$ cat src/rtl/fetch_pc_if.sv
// Fetch-side bus of fetch_pc_unit: BTB prediction in, execute redirect/resolve in,
// fetch PC and the in-order (PC, predicted next PC) queue head out.
interface fetch_pc_if #(
  parameter int DEPTH = 4
);
  localparam int CW = $clog2(DEPTH) + 1;

  logic          en;
  logic [63:0]   predicted_branch_pc;
  logic          redirect_valid;
  logic [63:0]   redirect_pc;
  logic          resolve_valid;
  logic [63:0]   pc;
  logic          fetch_valid;
  logic          q_valid;
  logic [63:0]   q_pc;
  logic [63:0]   q_pred_pc;
  logic [CW-1:0] q_count;

  modport master (
    output en, predicted_branch_pc, redirect_valid, redirect_pc, resolve_valid,
    input  pc, fetch_valid, q_valid, q_pc, q_pred_pc, q_count
  );

  modport slave (
    input  en, predicted_branch_pc, redirect_valid, redirect_pc, resolve_valid,
    output pc, fetch_valid, q_valid, q_pc, q_pred_pc, q_count
  );
endinterface

$ cat src/rtl/fetch_pc_unit.sv
// Fetch-stage next-PC generator: sequential fetch, one-bubble steering on BTB
// predicted-taken hits, redirect flush, and an in-order prediction FIFO for execute.
module fetch_pc_unit #(
  parameter logic [63:0] RESET_PC = 64'h0,
  parameter int          DEPTH    = 4
) (
  input logic       clk,
  input logic       rst,
  fetch_pc_if.slave bus
);
  localparam int              AW       = $clog2(DEPTH);
  localparam int              CW       = AW + 1;
  localparam logic [CW:0]     DEPTH_W  = (CW+1)'(DEPTH);
  localparam logic [AW-1:0]   PTR_ONE  = AW'(1);
  localparam logic [CW-1:0]   CNT_ONE  = CW'(1);

  logic [63:0]   pc_r;
  logic [63:0]   pc_prev_r;
  logic          prev_valid_r;
  logic [AW-1:0] head_r;
  logic [AW-1:0] tail_r;
  logic [CW-1:0] count_r;
  logic [63:0]   fifo_pc_r   [DEPTH];
  logic [63:0]   fifo_pred_r [DEPTH];

  logic [63:0]   seq_s;
  logic [63:0]   pred_next_s;
  logic          take_s;
  logic          full_stall_s;
  logic          nonempty_s;
  logic          fetch_valid_s;
  logic          push_s;
  logic          pop_s;

  // The BTB answer refers to pc_prev_r; a target equal to the fall-through is not a steer.
  assign seq_s         = pc_prev_r + 64'd4;
  assign take_s        = prev_valid_r & (bus.predicted_branch_pc != 64'd0)
                       & (bus.predicted_branch_pc != seq_s);
  assign pred_next_s   = take_s ? bus.predicted_branch_pc : seq_s;
  // Reserve a slot for the instruction fetched last cycle; a same-cycle pop is not credited.
  assign full_stall_s  = ({1'b0, count_r} + {{CW{1'b0}}, prev_valid_r}) >= DEPTH_W;
  assign nonempty_s    = (count_r != {CW{1'b0}});
  assign fetch_valid_s = ~rst & bus.en & ~bus.redirect_valid & ~take_s & ~full_stall_s;
  assign push_s        = ~rst & prev_valid_r & ~bus.redirect_valid;
  assign pop_s         = ~rst & bus.resolve_valid & nonempty_s & ~bus.redirect_valid;

  assign bus.pc          = pc_r;
  assign bus.fetch_valid = fetch_valid_s;
  assign bus.q_valid     = ~rst & nonempty_s;
  assign bus.q_pc        = (~rst & nonempty_s) ? fifo_pc_r[head_r]   : 64'd0;
  assign bus.q_pred_pc   = (~rst & nonempty_s) ? fifo_pred_r[head_r] : 64'd0;
  assign bus.q_count     = rst ? {CW{1'b0}} : count_r;

  // FIFO payload storage, written at the tail on every accepted push.
  always_ff @(posedge clk) begin
    if (push_s) begin
      fifo_pc_r[tail_r]   <= pc_prev_r;
      fifo_pred_r[tail_r] <= pred_next_s;
    end else begin
      fifo_pc_r[tail_r]   <= fifo_pc_r[tail_r];
      fifo_pred_r[tail_r] <= fifo_pred_r[tail_r];
    end
  end

  // PC sequencing and FIFO bookkeeping; reset, then redirect, then taken, then fetch.
  always_ff @(posedge clk) begin
    if (rst) begin
      pc_r         <= RESET_PC;
      pc_prev_r    <= 64'd0;
      prev_valid_r <= 1'b0;
      head_r       <= {AW{1'b0}};
      tail_r       <= {AW{1'b0}};
      count_r      <= {CW{1'b0}};
    end else if (bus.redirect_valid) begin
      pc_r         <= bus.redirect_pc;
      prev_valid_r <= 1'b0;
      head_r       <= {AW{1'b0}};
      tail_r       <= {AW{1'b0}};
      count_r      <= {CW{1'b0}};
    end else begin
      if (push_s) tail_r <= tail_r + PTR_ONE;
      else        tail_r <= tail_r;
      if (pop_s)  head_r <= head_r + PTR_ONE;
      else        head_r <= head_r;
      case ({push_s, pop_s})
        2'b10:   count_r <= count_r + CNT_ONE;
        2'b01:   count_r <= count_r - CNT_ONE;
        default: count_r <= count_r;
      endcase
      if (take_s) begin
        pc_r         <= bus.predicted_branch_pc;
        prev_valid_r <= 1'b0;
      end else if (fetch_valid_s) begin
        pc_r         <= pc_r + 64'd4;
        pc_prev_r    <= pc_r;
        prev_valid_r <= 1'b1;
      end else begin
        pc_r         <= pc_r;
        prev_valid_r <= 1'b0;
      end
    end
  end
endmodule

$ cat src/flat_wrapper.sv
// flat-port wrapper written by rule: the top's interface ports become plain ports
module fetch_pc_unit_flat 
#(
  parameter logic [63:0] RESET_PC = 64'h0,
  parameter int          DEPTH    = 4
)
  (clk, rst, bus_en, bus_predicted_branch_pc, bus_redirect_valid, bus_redirect_pc, bus_resolve_valid, bus_pc, bus_fetch_valid, bus_q_valid, bus_q_pc, bus_q_pred_pc, bus_q_count);
  fetch_pc_if #(.DEPTH(DEPTH)) bus_i ();
  input logic clk;
  input logic rst;
  input wire logic [$bits(bus_i.en)-1:0] bus_en;
  input wire logic [$bits(bus_i.predicted_branch_pc)-1:0] bus_predicted_branch_pc;
  input wire logic [$bits(bus_i.redirect_valid)-1:0] bus_redirect_valid;
  input wire logic [$bits(bus_i.redirect_pc)-1:0] bus_redirect_pc;
  input wire logic [$bits(bus_i.resolve_valid)-1:0] bus_resolve_valid;
  output wire logic [$bits(bus_i.pc)-1:0] bus_pc;
  output wire logic [$bits(bus_i.fetch_valid)-1:0] bus_fetch_valid;
  output wire logic [$bits(bus_i.q_valid)-1:0] bus_q_valid;
  output wire logic [$bits(bus_i.q_pc)-1:0] bus_q_pc;
  output wire logic [$bits(bus_i.q_pred_pc)-1:0] bus_q_pred_pc;
  output wire logic [$bits(bus_i.q_count)-1:0] bus_q_count;
  assign bus_i.en = bus_en;
  assign bus_i.predicted_branch_pc = bus_predicted_branch_pc;
  assign bus_i.redirect_valid = bus_redirect_valid;
  assign bus_i.redirect_pc = bus_redirect_pc;
  assign bus_i.resolve_valid = bus_resolve_valid;
  assign bus_pc = bus_i.pc;
  assign bus_fetch_valid = bus_i.fetch_valid;
  assign bus_q_valid = bus_i.q_valid;
  assign bus_q_pc = bus_i.q_pc;
  assign bus_q_pred_pc = bus_i.q_pred_pc;
  assign bus_q_count = bus_i.q_count;
  fetch_pc_unit #(.RESET_PC(RESET_PC), .DEPTH(DEPTH)) u_core (.clk(clk), .rst(rst), .bus(bus_i));
endmodule
$ cat config.mk
export PLATFORM = sky130hd
export DESIGN_NAME = fetch_pc_unit_flat
export DESIGN_NICKNAME = d
export VERILOG_FILES = /design/src/rtl/fetch_pc_if.sv /design/src/rtl/fetch_pc_unit.sv /design/src/flat_wrapper.sv
export SDC_FILE = /design/constraint.sdc
export NUM_CORES = 1
export LEC_CHECK = 0
export CORE_MARGIN = 2
export CORE_UTILIZATION = 38
export DETAILED_ROUTE_END_ITERATION = 8
export SLEW_MARGIN = 10
export SYNTH_ARGS = -nofsm -noshare
export SYNTH_HDL_FRONTEND = slang
export SYNTH_SLANG_ARGS = --single-unit
$ cat constraint.sdc
create_clock -name clk -period 12.83 [get_ports clk]
set_input_delay 1.283 -clock clk [delete_from_list [all_inputs] [get_ports clk]]
set_output_delay 1.283 -clock clk [all_outputs]
set_load 0.02 [all_outputs]
==> metrics.txt <==
Vias 22320; Root Driver clkbuf_16; Max Fclk 140.5 MHz; Via density 5.802; commonest cells in the synthesized netlist 512 x edfxtp_1, 176 x a21oi_1, 146 x nand3_1; period utilisation layout 0.5547; Crit. End Element primary output; IO Port Bufs 329; Netlist cell types 70; Cell Area, Synth 31320 µm²; CTS Buffer Depth 3; # Max-Cap Violations 0; Worst-Margin Slew 1.113 ns; most common cell in the synthesized netlist edfxtp_1; final WL 105200 µm; final slew viol count 0; Synth area leader edfxtp_1; Residual DRC 0; # resized after CTS 0; grt ovf 0; Sequential Area 18140 µm²; relative slew slack 0.2500; crit-path leading delay family simple AND/OR/NAND/NOR gates; critical-path cell list nand4_1 -> nor4_2 -> xnor2_1 -> o221ai_1 -> a311oi_1 -> nand4b_1 -> or4_1 -> o31ai_4 -> nand2_1 -> inv_1 -> clkdlybuf4s50_1; Pleak 12.25 nW; Seq pwr share 0.487; CTS Buf Count 70; post-cts hold buffer count 0; synth-to-layout area growth 21.00%; first-pass GRT wire length 153300 µm; Synth top area share 0.4910; Final Cell Area 37890 µm²; hpwl dp 73700 µm; post-synthesis sequential area ratio 0.5792; min Tclk post-route ~7 ns; initial core utilization 0.3826; Power Internal 3.735 mW; Net Sw Power 1.078 mW; Post-synth EDFFs 512; Placer Congestion 0.9893; H-Tree Level Count 3; RSZ-0062 raised after global routing false; switch share 0.2239; vias in the first global route between 20000 and 25000; Max IR drop VDD 0.09892 mV; Pre-Repair DR Iteration Count 5; Comb power frac 0.067; Syn Area/Cell 12.64 µm²; Clock Sinks 650; status completed; final setup fails 0; Arr. time, crit path 5.83 ns; FILL cells a little over 7000; I/O Pins 330; Starting DRT DRC Count 2101; Clock Latency Late Sink 0.61 ns; drt wl/cell 27.35 µm; WP data required 11.55 ns; total track usage 0.2437; setup bufs post-CTS 0; ANT nets after route 0; Mapped Cells around 2500; setup TNS 0 ns; CTS clk-pin slew, worst paths 0.06 ns; Hold Violations, Final 0; Tightest Hold Check Type flip-flop to flip-flop; Syn Nets 2619; synth warn 0; largest net degree at the start of global routing 172; slowest cell delay on critical path 0.84 ns; final net count 2860; Die ar. ~85000 µm²; PwrDens 127.0 nW/µm²; Setup Skew 0.01520 ns; Synth area leaders edfxtp_1 49%, mux4_2 9.2%, dfxtp_1 8.8%; Clk network pwr share 0.446; post-synthesis async set-or-reset flop share 0; Die Height 291.1 µm; TritonCTS clock tree yes; Post-DP Area 35400 µm²; Die Wd a little under 300 µm; Core Box Area 81850 µm²; initial antenna violation count 2; share of cells above drive strength 1 0.1404; Max stage delay cell, worst path nor4_2; Top FF cell, synth edfxtp_1; multi-input logic area 12070 µm²; FF+latch count, synth 650; Buf/Inv on CP 2; row cnt about 110; CP Max Fanout 13; critical setup path kind flip-flop to primary output; CP startpoint kind flip-flop; Ant. Diodes 0
## registers in the layout (all words and copies together), names as in the netlist, named ones only
| signal | count |
|---|---|
| u_core.count_r | 3 |
| u_core.head_r | 2 |
| u_core.fifo_pred_r | 256 |
| u_core.pc_prev_r | 64 |
| u_core.tail_r | 2 |
| u_core.prev_valid_r | 1 |
| u_core.fifo_pc_r | 256 |
| u_core.bus.pc | 64 |
## cell families after synthesis
kind of cell	synth area share
AND/OR/NAND/NOR	0.1357
flip-flops	0.5792
AO/OA/AOI/OAI	0.07887
buffers and inverters	0.03644
XOR/XNOR	0.05666
multiplexers	0.1097
adder cells (fa/ha/maj)	0.003436
## stage by stage
| stage | std cells | hold WS [ns] | utilization | power [mW] | worst slack, ns |
|---|---|---|---|---|---|
| final | 3847 | 0.5040 | 0.4630 | 4.812 | 5.713 |
| after global routing | 3847 | 0.5157 | 0.4630 | 4.944 | 5.547 |
| after CTS | 3847 | 0.5072 | 0.4630 | 4.838 | 5.767 |
| after detailed placement | 3717 | 0.4878 | 0.4325 | 2.709 | 6.027 |
| after global placement | 3717 | 0.4913 | 0.4325 | 2.704 | 6.010 |
| after floorplan | 2478 | 0.4548 | - | 2.534 | 7.648 |
## power groups by stage
| stage | logic, mW | clock network [mW] | registers (mW) |
|---|---|---|---|
| after floorplan | 0.153 | 0 | 2.38 |
| after global placement | 0.320 | 0 | 2.38 |
| after detailed placement | 0.323 | 0 | 2.39 |
| after CTS | 0.324 | 2.17 | 2.34 |
| after global routing | 0.344 | 2.25 | 2.35 |
| final | 0.325 | 2.15 | 2.34 |
## worst min-delay path, stage by stage, from the launching register on
cell and delay [ns]:
dfxtp_1 0.33, nand3_1 0.07, a21oi_1 0.05
## cells in the final DEF, fill, tap and decap left out, types with 21 or more instances in the layout
cell type,Yosys,routed
mux4_2,128,128
mux2_2,42,42
o21ai_0,87,87
edfxtp_1,512,512
nand4_1,62,62
inv_1,87,87
xnor2_1,101,101
clkbuf_16,0,77
and3_1,25,21
nor4_1,43,43
nand3_1,146,146
and2_1,137,137
dfxtp_1,138,136
nor3_1,28,28
nand2_1,129,128
nor2_1,138,138
o221a_2,46,46
a21oi_1,176,176
clkdlybuf4s50_1,0,327
xor2_1,86,86
buf_4,15,30
## final cells by class
class,count,share of cell area
sequential,650,0.4789
multi-input combinational,1552,0.3186
timing repair buffer,358,0.09285
clock buffer,105,0.05785
tap,1070,0.03533
inverter,87,0.008618
clock inverter,25,0.007925
## layer usage
metal / part of all wire / routed length, µm / up-vias / GRT usage
li1: - / - / 9843 / -
met5: 0.00026 / 27 / - / 0
met3: 0.066 / 6952 / 164 / 0.04474
met2: 0.48 / 50590 / 876 / 0.4007
met4: 0.030 / 3179 / 4 / 0.07646
met1: 0.42 / 44470 / 11430 / 0.3273
## worst paths after layout
check                              startpoint                                  end  slack [ns]  cells after the start
max          u_core.pc_prev_r[4]$_SDFFE_PP0P_                      bus_fetch_valid        5.71                     11
min             u_core.bus.pc[1]$_SDFFE_PP0P_     u_core.pc_prev_r[1]$_SDFFE_PP0P_        0.50                      2
max reg2reg  u_core.pc_prev_r[4]$_SDFFE_PP0P_  u_core.fifo_pred_r[2][29]$_DFFE_PP_        6.14                     12
min reg2reg     u_core.bus.pc[1]$_SDFFE_PP0P_     u_core.pc_prev_r[1]$_SDFFE_PP0P_        0.50                      2
(Power assumes the default switching activity.)
